`src/rtl/tpu_pkg.sv`:
```
// Shared types and default widths for the TPU address sequencing blocks.
//   seq_state_t    : burst sequencer FSM state encoding
//   SEQ_ADDR_WIDTH : default width of addresses and strides
//   SEQ_LEN_WIDTH  : default width of burst beat counts
package tpu_pkg;

  localparam int SEQ_ADDR_WIDTH = 32;
  localparam int SEQ_LEN_WIDTH  = 16;

  typedef enum logic [1:0] {
    SEQ_IDLE,
    SEQ_RUN,
    SEQ_DONE
  } seq_state_t;

endpackage

```
`src/rtl/burst_addr_ctr.sv`:
```
// Linear address counter for one burst: holds the current address, the
// per-beat stride and the number of beats still to be emitted.
// Ports:
//   clk     in   rising-edge clock
//   rst     in   synchronous reset, active-low
//   load    in   capture start/len/stride (takes priority over step)
//   step    in   advance one beat: addr += stride, remaining -= 1
//   start   in   first address of the burst
//   len     in   number of beats
//   stride  in   address increment per beat
//   addr    out  current address
//   is_last out  current beat is the final one (remaining == 1)
module burst_addr_ctr #(
  parameter int ADDR_WIDTH = 32,
  parameter int LEN_WIDTH  = 16
) (
  input  logic                  clk,
  input  logic                  rst,
  input  logic                  load,
  input  logic                  step,
  input  logic [ADDR_WIDTH-1:0] start,
  input  logic [LEN_WIDTH-1:0]  len,
  input  logic [ADDR_WIDTH-1:0] stride,
  output logic [ADDR_WIDTH-1:0] addr,
  output logic                  is_last
);

  logic [ADDR_WIDTH-1:0] cur_addr;
  logic [ADDR_WIDTH-1:0] stride_q;
  logic [LEN_WIDTH-1:0]  remaining;

  always_ff @(posedge clk) begin
    if (!rst) begin
      cur_addr  <= '0;
      stride_q  <= '0;
      remaining <= '0;
    end else if (load) begin
      cur_addr  <= start;
      stride_q  <= stride;
      remaining <= len;
    end else if (step) begin
      // Address wraps silently modulo 2^ADDR_WIDTH.
      cur_addr  <= cur_addr + stride_q;
      remaining <= remaining - LEN_WIDTH'(1);
    end
  end

  assign addr    = cur_addr;
  assign is_last = (remaining == LEN_WIDTH'(1));

endmodule

```
`src/rtl/burst_addr_seq.sv`:
```
// Address-burst sequencer. Accepts a (start, len, stride) command over a
// valid/ready handshake, emits one address per accepted beat on a
// backpressured stream, and pulses done for one cycle when the burst ends
// (naturally or by abort).
// Ports:
//   clk, rst                  clock and synchronous active-low reset
//   cmd_valid/cmd_ready       command handshake
//   cmd_start_addr, cmd_len,
//   cmd_stride                command payload
//   abort                     end a running burst after the current cycle
//   addr_valid/addr_ready     address stream handshake
//   addr_out, addr_last       address and final-beat flag
//   busy                      burst in progress (RUN or DONE)
//   done                      one-cycle end-of-burst pulse
module burst_addr_seq
  import tpu_pkg::*;
#(
  parameter int ADDR_WIDTH = SEQ_ADDR_WIDTH,
  parameter int LEN_WIDTH  = SEQ_LEN_WIDTH
) (
  input  logic                  clk,
  input  logic                  rst,
  input  logic                  cmd_valid,
  output logic                  cmd_ready,
  input  logic [ADDR_WIDTH-1:0] cmd_start_addr,
  input  logic [LEN_WIDTH-1:0]  cmd_len,
  input  logic [ADDR_WIDTH-1:0] cmd_stride,
  input  logic                  abort,
  output logic                  addr_valid,
  input  logic                  addr_ready,
  output logic [ADDR_WIDTH-1:0] addr_out,
  output logic                  addr_last,
  output logic                  busy,
  output logic                  done
);

  seq_state_t            state_reg;
  seq_state_t            state_next;
  logic [ADDR_WIDTH-1:0] ctr_addr;
  logic                  ctr_is_last;
  logic                  cmd_fire;
  logic                  beat_fire;

  assign cmd_fire  = cmd_valid && cmd_ready;
  assign beat_fire = addr_valid && addr_ready;

  burst_addr_ctr #(
    .ADDR_WIDTH(ADDR_WIDTH),
    .LEN_WIDTH (LEN_WIDTH)
  ) u_ctr (
    .clk    (clk),
    .rst    (rst),
    .load   (cmd_fire),
    .step   (beat_fire),
    .start  (cmd_start_addr),
    .len    (cmd_len),
    .stride (cmd_stride),
    .addr   (ctr_addr),
    .is_last(ctr_is_last)
  );

  // State register
  always_ff @(posedge clk) begin
    if (!rst) begin
      state_reg <= SEQ_IDLE;
    end else begin
      state_reg <= state_next;
    end
  end

  // Next-state logic
  always_comb begin
    state_next = state_reg;
    case (state_reg)
      SEQ_IDLE: begin
        if (cmd_fire) begin
          // A zero-length command skips straight to the done pulse.
          state_next = (cmd_len != '0) ? SEQ_RUN : SEQ_DONE;
        end
      end
      SEQ_RUN: begin
        // A handshake in the abort cycle still counts; the counter steps
        // regardless, only the state leaves RUN.
        if ((beat_fire && ctr_is_last) || abort) begin
          state_next = SEQ_DONE;
        end
      end
      SEQ_DONE: state_next = SEQ_IDLE;
      default:  state_next = SEQ_IDLE;
    endcase
  end

  // Outputs: every output is forced low while reset is asserted so the
  // consumer never sees a stale handshake during reset.
  always_comb begin
    cmd_ready  = 1'b0;
    addr_valid = 1'b0;
    addr_last  = 1'b0;
    busy       = 1'b0;
    done       = 1'b0;
    addr_out   = '0;
    if (rst) begin
      addr_out = ctr_addr;
      case (state_reg)
        SEQ_IDLE: cmd_ready = 1'b1;
        SEQ_RUN: begin
          addr_valid = 1'b1;
          addr_last  = ctr_is_last;
          busy       = 1'b1;
        end
        SEQ_DONE: begin
          done = 1'b1;
          busy = 1'b1;
        end
        default: ;
      endcase
    end
  end

endmodule
```
`config.mk`:
```
export PLATFORM = sky130hd
export DESIGN_NAME = burst_addr_seq
export DESIGN_NICKNAME = d
export VERILOG_FILES = /design/src/rtl/tpu_pkg.sv /design/src/rtl/burst_addr_ctr.sv /design/src/rtl/burst_addr_seq.sv
export SDC_FILE = /design/constraint.sdc
export NUM_CORES = 1
export LEC_CHECK = 0
export CAP_MARGIN = 20
export CORE_UTILIZATION = 57
export CTS_BUF_LIST = sky130_fd_sc_hd__clkbuf_8
export DETAILED_ROUTE_END_ITERATION = 16
export DONT_BUFFER_PORTS = 1
export GPL_TIMING_DRIVEN = 1
export PLACE_DENSITY = 0.7
export SKIP_CTS_REPAIR_TIMING = 1
export SYNTH_ARGS = -nofsm -noshare
export SYNTH_HDL_FRONTEND = slang
export SYNTH_HIERARCHICAL = 1
export SYNTH_SLANG_ARGS = --single-unit
export TNS_END_PERCENT = 30
```
`constraint.sdc`:
```
create_clock -name clk -period 2.9 [get_ports clk]
set_input_delay 0.58 -clock clk [delete_from_list [all_inputs] [get_ports clk]]
set_output_delay 0.58 -clock clk [all_outputs]
set_load 0.005 [all_outputs]
```
==> results of run 1 <==
-- power groups by stage --
stage	Combinational, mW	Clock, mW	Sequential (mW)
floorplan	0.548	0	1.30
global placement	0.642	0	1.32
detailed placement	0.657	0	1.32
CTS	0.663	1.10	1.30
global route	0.752	1.13	1.31
finish	0.676	1.07	1.30
-- per-stage QoR --
stage / setup TNS, ns / cell area, um2
floorplan: 0 / 5450
global placement: 0 / 5540
detailed placement: 0 / 5540
CTS: -0.0786 / 5800
global route: 0 / 5840
finish: 0 / 5840
-- kinds of logic after synthesis --
| logic type | count (synthesis) |
|---|---|
| mux | 39 |
| simple gates | 223 |
| buf+inv | 56 |
| flops | 82 |
| compound gates | 190 |
| fa+ha+maj | 37 |
| xor+xnor | 39 |
-- cell usage in the layout (no fill, tap or decap), types with 10 or more instances in the layout --
| master | synthesis | final |
|---|---|---|
| and2_1 | 38 | 38 |
| dfxtp_1 | 82 | 82 |
| a21o_1 | 13 | 13 |
| inv_1 | 15 | 15 |
| buf_4 | 1 | 11 |
| nand2_1 | 36 | 36 |
| a211oi_1 | 20 | 20 |
| and3_1 | 13 | 12 |
| a21oi_1 | 67 | 67 |
| nand3_1 | 10 | 10 |
| o21ai_0 | 24 | 24 |
| xor2_1 | 14 | 14 |
| ha_1 | 36 | 36 |
| nor2_1 | 80 | 80 |
| xnor2_1 | 25 | 25 |
| mux2i_1 | 38 | 38 |
-- layer usage --
layer / part of all wire / global-route usage / up-vias
li1: - / - / 2354
met1: 0.46 / 0.363 / 2271
met2: 0.47 / 0.481 / 153
met3: 0.052 / 0.0394 / 17
met4: 0.014 / 0.0950 / 0
met5: 0 / 0 / -
-- synth_stat cells, types with 3 or more instances --
cell	n
ha_1	36
nor2b_1	6
o22ai_1	3
o211ai_1	5
a31oi_1	5
buf_1	4
nand2_1	36
o21bai_1	8
o21ai_1	4
a21oi_1	67
nor3_1	9
a211oi_1	20
o21a_1	3
dfxtp_1	82
xnor2_1	25
clkbuf_1	35
mux2i_1	38
inv_1	15
nand4b_1	3
or3_1	7
nand3_1	10
xor2_1	14
a311oi_1	3
nor4_1	4
or4_1	4
a211o_1	7
a21o_1	13
nor2_1	80
nand4_1	6
and3_1	13
and2_1	38
o21ai_0	24
-- how the worst max path moves through the flow --
stage | slack [ns] | end | startpoint
2_1_floorplan | 0.35 | u_ctr/addr[28]$_SDFFE_PN0P_ | u_ctr/addr[0]$_SDFFE_PN0P_
3_3_place_gp | 0.16 | u_ctr/addr[28]$_SDFFE_PN0P_ | u_ctr/addr[0]$_SDFFE_PN0P_
3_5_place_dp | 0.09 | u_ctr/addr[30]$_SDFFE_PN0P_ | u_ctr/addr[0]$_SDFFE_PN0P_
4_1_cts | -0.08 | addr_last | u_ctr/remaining[7]$_SDFFE_PN0P_
5_1_grt | 0.007 | addr_last | u_ctr/remaining[7]$_SDFFE_PN0P_
6_report | 0.1 | addr_last | u_ctr/remaining[7]$_SDFFE_PN0P_
-- final cells by class --
class,instances,share of cell area
Clock inverter,6,0.0225
Inverter,16,0.0103
Tap cell,129,0.0277
Multi-Input combinational cell,528,0.623
Clock buffer,9,0.0212
Timing Repair Buffer,11,0.0141
Sequential cell,82,0.281
==> results.txt, run 1 <==
The run finished with clean final reports. Dividing the detail-routed via count by the number of cells gives 6.14. After synthesis, the mean cell area works out to 8.18 um2. The mux share of post-synthesis cell area was 0.0719; the fraction of the cycle the final worst path needs was 0.967.

The initial antenna violation count was 0; the buffer depth of the longest clock path was 2. TritonCTS built the clock tree. The largest single stage delay on the critical path is 0.58 ns. Summed over all layers, the global routing overflow is 0.

The post-route minimum period was 2.80 ns. The xor and xnor area share after synthesis was 0.0627. Counting buffers and inverters, the worst setup path is 4 cells deep. The fraction of registers with async set or reset after synthesis is 0. The logs give 0.0873 ns for the pre-CTS worst setup slack and 4680 for the via count of the first global-routing pass.

The total vias in the final route is 4795. The total area of sequential cells is 1640 um2, and the post-route antenna net violation count is 0. The core area was 9240 um2. The primary flip-flop cell chosen by synthesis mapping was dfxtp_1.

The internal portion of total power came out at 2.15 mW. In the final design database the tool counted 770 nets. Setup repair after global routing left no endpoint under its margin. The top-area cell type share of the netlist area was 0.301; the number of warnings issued by yosys was 6. The number of violations of the max-capacitance limit is 0, and the post-synthesis adder-cell area fraction is 0.0864. The proportion of power drawn by the clock network came out at 0.351. For this run, the top clock speed supported by timing is 357 MHz. The cell area that synthesis handed to floorplanning was 5450 um2. The leading area contributor after synthesis was dfxtp_1.

Along the worst hold path, the cell count comes to 2. The tools report the initial core utilization as 0.590. Clock-pin slew was measured on the worst setup and hold paths at 0.08 ns. After the first detailed-routing iteration, the DRC count stood at 220. In this run the worst path has a maximum fanout of 6. The final layout contains routed wiring with a total length of 13800 um. The worst setup path is of the reg -> out kind.

The path with the worst hold slack has its endpoint at u_ctr/remaining[4]$_SDFFE_PN0P_. The logs give 0.00824 ns for the final clock skew and 0.301 for the sequential-to-total area share from yosys stat. The slowest stage cell on the critical path is or4_1.

The share of total power in combinational logic was 0.222. The proportion of total power due to net switching came out at 0.293. The share of the core filled with cells came out at 0.632. In this run the critical register-to-register path is launched from u_ctr/addr[8]$_SDFFE_PN0P_.

Counting the buffers created by CTS gives 9. The detailed-routing iteration count for the pre-antenna-repair pass came out at 5. The floorplan die width was 99.8 um; the total DRC errors in the routed layout was 0. Slew at the pin closest to its max-slew limit: 0.712 ns. Kind of start point of the critical path: a flop. Synthesized netlist cell count: 666. The cell sitting at the root of the clock tree is a clkbuf_8. The number of buffer and inverter instances along the worst setup path came out at 0.

The endpoint of the worst-slack reg-to-reg timing path was u_ctr/addr[31]$_SDFFE_PN0P_. After detailed routing, the average wire length per cell comes to 17.6 um. The number of synthesized flops with an enable pin was 0; the y dimension of the die was 99.8 um. The class of the worst hold path was in -> reg. The post-synthesis net count was 788; the total chip power was 3.05 mW. The number of library cell types mapped by synthesis is 68. By area the synthesized netlist is led by dfxtp_1 30%, ha_1 8.3%, mux2i_1 7.0%, a21oi_1 6.2%, nor2_1 5.5%. The logs give 64 for the pin count of the biggest net entering global routing and 35 for the number of cell rows. The finished layout holds 781 standard cells, fillers aside. By area, the combinational part of the netlist is dominated by compound AO/OA/AOI/OAI gates. The clock net in this run drives a total of 82 sinks. The clock tree synthesis step divided the H-tree into 3 levels. The first global-routing pass estimated 22500 um of wire. The flop and latch count out of synthesis was 82; the power density over the cells was 522 nW/um2. Walking the worst path, the cells encountered are or4_1, or3_1, nor4_4, and3_1. The worst setup path is captured at an output pin. The analysis attributes to cell leakage a power of 2.41 nW. IR analysis of the VDD net gives a maximum drop of 0.267 mV. For the count of final setup violators, the log shows 0. The tools report the total half-perimeter wirelength after legalization and detailed placement as 9650 um.

The number of placed instances, taps included, is 766. The compound-gate portion of the synthesized area is 0.235. Pin placement for this block handled 122 I/O pins.

The tightest hold path in the finished design has a slack of 0.362 ns. The run gives 9950 um2 as the die footprint. The fraction of final layout cells sized beyond drive strength 1 works out to 0.0675. The startpoint identified for the worst hold timing path is cmd_len[4].

The later pin in the worst-skew pair is clocked with a latency of 0.36 ns. The number of endpoints with negative hold slack in the final report is 0. Synthesis-to-layout area growth: 7.14%. The number of antenna diodes in the final layout is 0. The tools report the number of filler instances in the final layout as 839. In this run the power spent charging and discharging nets is 0.894 mW.

In this run the tool buffered the top-level ports with 0 buffer cells. The tools report the area taken by multi-input logic gates as 3640 um2. After layout, the worst setup slack is 0.0968 ns.

The worst path required time is 2.32 ns, and the max-slew violation count is 0. The kind of cell adding the most delay to the critical path is simple AND/OR/NAND/NOR gates. Setup slack on the worst reg-to-reg path comes out at 0.18 ns.

Counting cells, the worst reg-to-reg path comes to 10. The run gives 0.525 as the worst relative slew slack. The simple logic cell fraction of the synthesized area was 0.203. The global routing usage summed across all routing layers came out at 0.282.

The congestion estimate from routability-driven global placement came to 0.860. The arrival time at the worst endpoint is 2.22 ns, and the sequential power share is 0.427.
Note: power is estimated with default switching activity, not from simulation.
==> inputs of run 2 (changes only) <==
GPL_TIMING_DRIVEN = 0   (was 1)
MAX_ROUTING_LAYER = met4   (was not set)
==> results.txt, run 2 (synthesis gave the netlist of run 1 again) <==
The run finished with clean final reports. The via count of the first global-routing pass was 4897 (was 4680); the area after detailed placement was 5610 um2 (was 5540 um2). The global routing usage summed across all routing layers is 0.324 (was 0.282). The run gives 0.0144 ns (was 0.00824 ns) as the final clock skew. The logs give 0 (unchanged) for the initial antenna violation count and 4987 (was 4795) for the total vias in the final route. The run gives 0 (unchanged) as the total global routing overflow. The post-route minimum period is 2.87 ns (was 2.80 ns).

Setup repair after global routing could not meet its margin everywhere. The leakage power total came out at 2.40 nW (was 2.41 nW). For the insertion delay of the later-clocked pin in the worst-skew pair, the log shows 0.36 ns (about the same). The launching element of the worst setup path was u_ctr/remaining[7]$_SDFFE_PN0P_ (unchanged).

Commonest cells after routing, fill and taps aside: 82 x dfxtp_1, 79 x nor2_1, 67 x a21oi_1 (was 82 x dfxtp_1, 80 x nor2_1, 67 x a21oi_1). The tools report the detailed-routing iteration count for the pre-antenna-repair pass as 5 (unchanged). The tools report the endpoint with the worst hold slack as u_ctr/addr[14]$_SDFFE_PN0P_ (was u_ctr/remaining[4]$_SDFFE_PN0P_). The met3 routing resource usage after global routing is 0.0822 (was 0.0394). The power density over the cells was 504 nW/um2 (was 522 nW/um2). Worst relative slew slack: 0.450 (was 0.525).

The most congested layer reported by global routing was met2 (unchanged). The run gives 0.590 (unchanged) as the initial core utilization. The routed wirelength normalized by instance count came out at 18.8 um (was 17.6 um). The tools report the worst hold slack across all endpoints as 0.358 ns (was 0.362 ns). The number of cell rows is 35 (unchanged).

The tools report the max-slew violation count as 0 (unchanged). The hold path depth is 1 (was 2). Critical-path cell list: or4_1, or3_1, nor4_2, and3_1 (was or4_1, or3_1, nor4_4, and3_1). The number of violations of the max-capacitance limit was 0 (unchanged); the met1 global-route usage was 0.382 (was 0.363). TritonCTS built the clock tree. The slowest stage cell on the critical path was or4_1 (unchanged). Number of sinks on the clock net: 82 (unchanged). The total DRC errors in the routed layout was 0 (unchanged); the count of input and output buffers was 0 (unchanged).

The run gives 0.860 (about the same) as the global placer's final weighted congestion. The routed via count divided by cell count was 6.15 (was 6.14). The number of buffers added by the clock tree synthesis step was 9 (unchanged); the internal reg-to-reg setup slack was 0.10 ns (was 0.18 ns).

The run gives 9240 um2 (unchanged) as the core area. Class of the worst hold path: in -> reg (unchanged). The most frequent standard cell in the layout excluding fill and tap cells was dfxtp_1 (unchanged).

The maximum fanout along the worst path is 6 (unchanged), and the buffer depth of the longest clock path is 2 (unchanged). The number of nets in the final layout is 800 (was 770), and the number of endpoints with negative hold slack in the final report is 0 (unchanged). The arrival time at the worst endpoint is 2.29 ns (was 2.22 ns), and the number of filler instances in the final layout is 840 (was 839). The tools report the critical hold path startpoint as cmd_start_addr[14] (was cmd_len[4]). The number of cell instances on the worst register-to-register path was 10 (unchanged); the total half-perimeter wirelength after legalization and detailed placement was 11400 um (was 9650 um). For the wire length of the first global-routing pass, the log shows 24400 um (was 22500 um). The floorplan die width was 99.8 um (unchanged).

The worst path required time was 2.32 ns (about the same); the number of top-level pins was 122 (unchanged). The endpoint of the worst-slack reg-to-reg timing path is u_ctr/addr[31]$_SDFFE_PN0P_ (unchanged). The total wire length after detailed routing is 15200 um (was 13800 um). For the largest vdd supply drop, the log shows 0.277 mV (was 0.267 mV).

The post-route antenna net violation count was 0 (unchanged). Type of the worst setup path: reg -> out (unchanged). Peak per-stage delay on the critical path: 0.58 ns (about the same). The fraction of final layout cells sized beyond drive strength 1 came out at 0.0572 (was 0.0675).

Clock-pin slew on the worst setup and hold paths: 0.09 ns (was 0.08 ns). The area of all placed cells without fillers came out at 5890 um2 (was 5840 um2). Final antenna diode count: 0 (unchanged). The CTS root buffer is clkbuf_8 (unchanged). The origin of the critical flop-to-flop path was u_ctr/addr[8]$_SDFFE_PN0P_ (unchanged).

The logs give 14 (was 64) for the pin count of the biggest net entering global routing and 348 MHz (was 357 MHz) for the maximum frequency from static timing analysis. The kind of start point of the critical path was a flop (unchanged). The synthesis-to-layout area growth came out at 8.11% (was 7.14%). The run gives 0.535 (was 0.481) as the met2 usage in global routing. The y dimension of the die is 99.8 um (unchanged). The run gives 2.97 mW (was 3.05 mW) as the total chip power. The fraction of the cycle the final worst path needs came out at 0.991 (was 0.967). The slew at the pin closest to its max-slew limit works out to 0.825 ns (was 0.712 ns).

Type of element capturing the critical path: an output pin (unchanged). For the number of levels the H-tree was split into, the log shows 3 (unchanged). The die footprint is 9950 um2 (unchanged).

For the initial DRC count, the log shows 252 (was 220). The count of final setup violators was 0 (unchanged).
==> run 2: worst max path at each step <==
stage / depth (start not counted) / slack (ns) / endpoint
2_1_floorplan: 11 / 0.35 / u_ctr/addr[28]$_SDFFE_PN0P_
3_3_place_gp: 8 / -0.18 / u_ctr/addr[28]$_SDFFE_PN0P_
3_5_place_dp: 8 / -0.17 / u_ctr/addr[28]$_SDFFE_PN0P_
4_1_cts: 4 / -0.11 / addr_last
5_1_grt: 4 / -0.08 / addr_last
6_report: 4 / 0.03 / addr_last
==> run 2: worst max-delay path, delay by kind of cell (launching register included) <==
family,cells,cell delay (ns)
DFF,1,0.36
and+or+nand+nor,4,1.57
==> run 2: stage by stage <==
| stage | TNS (ns) | std cells | util | setup WS (ns) |
|---|---|---|---|---|
| floorplan | 0 | 666 | - | 0.350 |
| global placement | -0.203 | 795 | 0.607 | -0.183 |
| detailed placement | -0.370 | 795 | 0.607 | -0.173 |
| CTS | -0.221 | 810 | 0.631 | -0.112 |
| global route | -0.184 | 811 | 0.637 | -0.0761 |
| finish | 0 | 811 | 0.637 | 0.0266 |
==> run 2: per-layer routing <==
metal  share of wire  vias up
met2            0.48      183
li1                -     2411
met1            0.43     2365
met3           0.072       28
met5               0        -
met4           0.022        0
==> run 2: power by group <==
group	switching [mW]	internal, mW
Clock	0.431	0.530
Combinational	0.425	0.279
Sequential	0.0816	1.22
==> run 2: final cells by class <==
class,instances,area [um2],area share
Multi-Input combinational cell,528,3640,0.618
Sequential cell,82,1640,0.279
Tap cell,129,161,0.0274
Buffer,40,154,0.0261
Clock buffer,11,151,0.0257
Clock inverter,4,73.8,0.0125
Inverter,16,60.1,0.0102
Timing Repair Buffer,1,7.51,0.00127
==> inputs of run 3 (changes only) <==
SYNTH_HIERARCHICAL = not set   (was 1)
==> results.txt, run 3 <==
The number of synthesized flops with an enable pin was 0 (unchanged). Flop and latch count out of synthesis: 82 (unchanged). The type of element capturing the critical path is an output pin (unchanged). The run gives 818 (was 788) as the post-synthesis net count. The tools report the endpoint of the worst-slack reg-to-reg timing path as u_ctr.addr[24]$_SDFFE_PN0P_ (was u_ctr/addr[31]$_SDFFE_PN0P_). The kind of cell adding the most delay to the critical path was buffers and inverters (was simple AND/OR/NAND/NOR gates).

CTS root buffer: clkbuf_8 (unchanged). The slew at the pin closest to its max-slew limit is 0.653 ns (was 0.825 ns), and the number of cell instances on the worst register-to-register path is 10 (unchanged). The run gives 0 (unchanged) as the initial antenna violation count.

Maximum fanout along the worst path: 10 (was 6). The tools report the buffer depth of the longest clock path as 2 (unchanged). Worst path required time: 2.32 ns (about the same).

The peak per-stage delay on the critical path works out to 0.52 ns (was 0.58 ns). For the worst relative slew slack, the log shows 0.565 (was 0.450). The tools report the number of endpoints with negative hold slack in the final report as 0 (unchanged). The tools report the detailed-routing iteration count for the pre-antenna-repair pass as 5 (unchanged). In this design, the critical path's most frequently occurring cell is clkbuf_1. The fraction of the cycle the final worst path needs is 0.967 (was 0.991).

The tools report the critical hold path startpoint as cmd_stride[14] (was cmd_start_addr[14]). The routed via count divided by cell count was 6.30 (was 6.15). Y dimension of the die: 98.7 um (was 99.8 um). The internal reg-to-reg setup slack is 0.11 ns (was 0.10 ns).

The most frequent standard cell in the layout excluding fill and tap cells was nand2_1 (was dfxtp_1). The power density over the cells was 721 nW/um2 (was 504 nW/um2). The global placer's final weighted congestion is 0.983 (was 0.860), and the core area is 8890 um2 (was 9240 um2).

Fraction of final layout cells sized beyond drive strength 1: 0.0506 (was 0.0572). Final antenna diode count: 0 (unchanged). The kind of start point of the critical path is an input pin (was a flop). The run gives 9740 um2 (was 9950 um2) as the die footprint. The run finished with clean final reports. The total global routing overflow was 0 (unchanged). Endpoint with the worst hold slack: u_ctr.stride_q[14]$_SDFFE_PN0P_ (was u_ctr/addr[14]$_SDFFE_PN0P_).

The top-area cell type share of the netlist area is 0.308 (was 0.301), and the number of buffers added by the clock tree synthesis step is 9 (unchanged). Number of cell rows: 34 (was 35). Synthesis-to-layout area growth: 6.72% (was 8.11%).

The floorplan die width was 98.7 um (was 99.8 um). The class of the worst hold path was in -> reg (unchanged). Setup repair after global routing could not meet its margin everywhere. The post-route minimum period was 2.81 ns (was 2.87 ns); the total chip power was 4.10 mW (was 2.97 mW). The run gives 0.36 ns (about the same) as the insertion delay of the later-clocked pin in the worst-skew pair. The total half-perimeter wirelength after legalization and detailed placement came out at 11800 um (was 11400 um). The max-slew violation count is 0 (unchanged), and the synthesized netlist cell count is 696 (was 666).

The tools report the total DRC errors in the routed layout as 0 (unchanged). Critical-path cell list: clkbuf_1, clkbuf_1, clkbuf_1, and2_1 (was or4_1, or3_1, nor4_2, and3_1). The logs give 0 (was 6) for the number of warnings issued by yosys and 0 (unchanged) for the count of final setup violators.

The slowest stage cell on the critical path was clkbuf_1 (was or4_1). Number of violations of the max-capacitance limit: 0 (unchanged). Most frequent cell after synthesis: nand2_1 (was dfxtp_1). The mean area per synthesized cell is 7.65 um2 (was 8.18 um2). The maximum frequency from static timing analysis is 356 MHz (was 348 MHz).

Leading area contributor after synthesis: dfxtp_1 (unchanged). The number of buffer and inverter instances along the worst setup path came out at 3 (was 0). The hold path depth came out at 2 (was 1). Primary flip-flop cell chosen by synthesis mapping: dfxtp_1 (unchanged). The logs give 2.26 nW (was 2.40 nW) for the leakage power total and 0.0146 ns (was 0.0144 ns) for the final clock skew. The arrival time at the worst endpoint is 2.23 ns (was 2.29 ns), and the via count of the first global-routing pass is 5011 (was 4897). The number of nets in the final layout is 829 (was 800), and the clock-pin slew on the worst setup and hold paths is 0.09 ns (about the same).

The global routing usage summed across all routing layers was 0.332 (was 0.324). For the number of top-level pins, the log shows 122 (unchanged). The post-synthesis cell area came out at 5330 um2 (was 5450 um2).

The type of the worst setup path was in -> out (was reg -> out). The sequential-to-total area share from yosys stat is 0.308 (was 0.301). The fraction of registers with async set or reset after synthesis was 0 (unchanged); the sum of negative setup slack was 0 ns (unchanged). The tools report the number of library cell types mapped by synthesis as 64 (was 68). The number of cells on the critical path is 4 (unchanged). Dominant cells by area after synthesis: dfxtp_1 31%, ha_1 8.5%, nand2_1 8.2%, a21oi_1 5.2%, and2_1 4.7% (was dfxtp_1 30%, ha_1 8.3%, mux2i_1 7.0%, a21oi_1 6.2%, nor2_1 5.5%). Most frequent cells after synthesis: 116 x nand2_1, 82 x dfxtp_1, 55 x a21oi_1, 52 x nor2_1, 50 x o21ai_0 (was 82 x dfxtp_1, 80 x nor2_1, 67 x a21oi_1, 38 x and2_1, 38 x mux2i_1). The tools report the post-route antenna net violation count as 0 (unchanged).

The run gives 5166 (was 4987) as the total vias in the final route. The number of sinks on the clock net is 82 (unchanged). Commonest cells after routing, fill and taps aside: 116 x nand2_1, 82 x dfxtp_1, 54 x a21oi_1 (was 82 x dfxtp_1, 79 x nor2_1, 67 x a21oi_1). Origin of the critical flop-to-flop path: u_ctr.addr[0]$_SDFFE_PN0P_ (was u_ctr/addr[8]$_SDFFE_PN0P_). For the number of levels the H-tree was split into, the log shows 3 (unchanged). TritonCTS built the clock tree.

For the initial DRC count, the log shows 242 (was 252). The initial core utilization came out at 0.599 (was 0.590). The run gives 24700 um (was 24400 um) as the wire length of the first global-routing pass.

The largest vdd supply drop is 0.461 mV (was 0.277 mV). The count of input and output buffers is 0 (unchanged), and the total wire length after detailed routing is 15400 um (was 15200 um). The routed wirelength normalized by instance count is 18.7 um (was 18.8 um), and the pin count of the biggest net entering global routing is 14 (unchanged).
-- run 3: cell types whose count changed in the layout (fill, tap and decap cells not counted), sizes merged, moves of 6 or more --
cell	delta
and3	-9
o21ai	+35
nand2	+83
mux2i	-32
inv	-7
a22oi	+9
a21oi	-13
a211o	-6
nor2	-28
-- run 3: per-stage QoR --
stage / hold WS (ns) / setup slack [ns] / instance area, um2 / utilization / std cells
6_report: 0.324 / 0.0944 / 5690 / 0.639 / 820
5_1_grt: 0.329 / -0.0592 / 5690 / 0.639 / 820
4_1_cts: 0.317 / -0.155 / 5650 / 0.635 / 820
3_5_place_dp: 0.446 / -0.134 / 5460 / 0.614 / 804
3_3_place_gp: 0.442 / -0.000287 / 5460 / 0.614 / 804
2_1_floorplan: 0.432 / 0.413 / 5330 / - / 696
-- run 3: metal layers --
metal | share of wire | vias to the layer above | GRT usage | routed length [um]
li1 | - | 2490 | - | -
met1 | 0.44 | 2447 | 0.415 | 6820
met2 | 0.47 | 198 | 0.549 | 7200
met3 | 0.063 | 31 | 0.0482 | 962
met4 | 0.024 | 0 | 0.116 | 370
met5 | 0 | - | - | 0
-- run 3: kinds of logic (layout without fill, tap and decap cells) --
logic type | Yosys count | count (layout) | synth area share
muxes | 7 | 7 | 0.0134
xor gates and xnor gates | 38 | 38 | 0.0625
AOI/OAI and AO/OA | 209 | 209 | 0.247
and+or+nand+nor | 274 | 274 | 0.247
adders and majority gates | 37 | 37 | 0.0883
buffers and inverters | 49 | 65 | 0.0345
DFF | 82 | 82 | 0.308
-- run 3: area by class of cell --
| cell class | instances | area, um2 |
|---|---|---|
| Tap cell | 108 | 135 |
| Sequential cell | 82 | 1640 |
| Timing Repair Buffer | 1 | 7.51 |
| Fill cell | 823 | 3210 |
| Multi-Input combinational cell | 565 | 3530 |
| Clock buffer | 9 | 124 |
| Inverter | 9 | 33.8 |
| Buffer | 39 | 148 |
| Clock inverter | 7 | 62.6 |
-- run 3: worst max path at each step --
stage                                           from                     endpoint
after floorplan           u_ctr.addr[0]$_SDFFE_PN0P_  u_ctr.addr[24]$_SDFFE_PN0P_
after global placement     state_reg[0]$_SDFFE_PN0P_  u_ctr.addr[17]$_SDFFE_PN0P_
after detailed placement   state_reg[0]$_SDFFE_PN0P_  u_ctr.addr[17]$_SDFFE_PN0P_
after CTS                  state_reg[0]$_SDFFE_PN0P_  u_ctr.addr[17]$_SDFFE_PN0P_
after global routing      u_ctr.addr[0]$_SDFFE_PN0P_  u_ctr.addr[24]$_SDFFE_PN0P_
final                                            rst                  addr_out[9]
-- run 3: worst register-to-register path: stages (launching register included) --
cell	delay (ns)
dfxtp_1	0.32
ha_1	0.22
fa_1	0.43
a21o_1	0.24
a221oi_4	0.35
o21bai_2	0.15
a211oi_4	0.34
a31o_4	0.24
o21ai_1	0.10
xnor2_1	0.19
o21ai_1	0.08
-- run 3: power by group --
group          leakage [nW]  switching (mW)  total, mW  internal (mW)
sequential            0.675           0.190       1.57           1.38
combinational          1.49            1.04       1.70          0.658
clock                0.0976           0.437      0.827          0.389
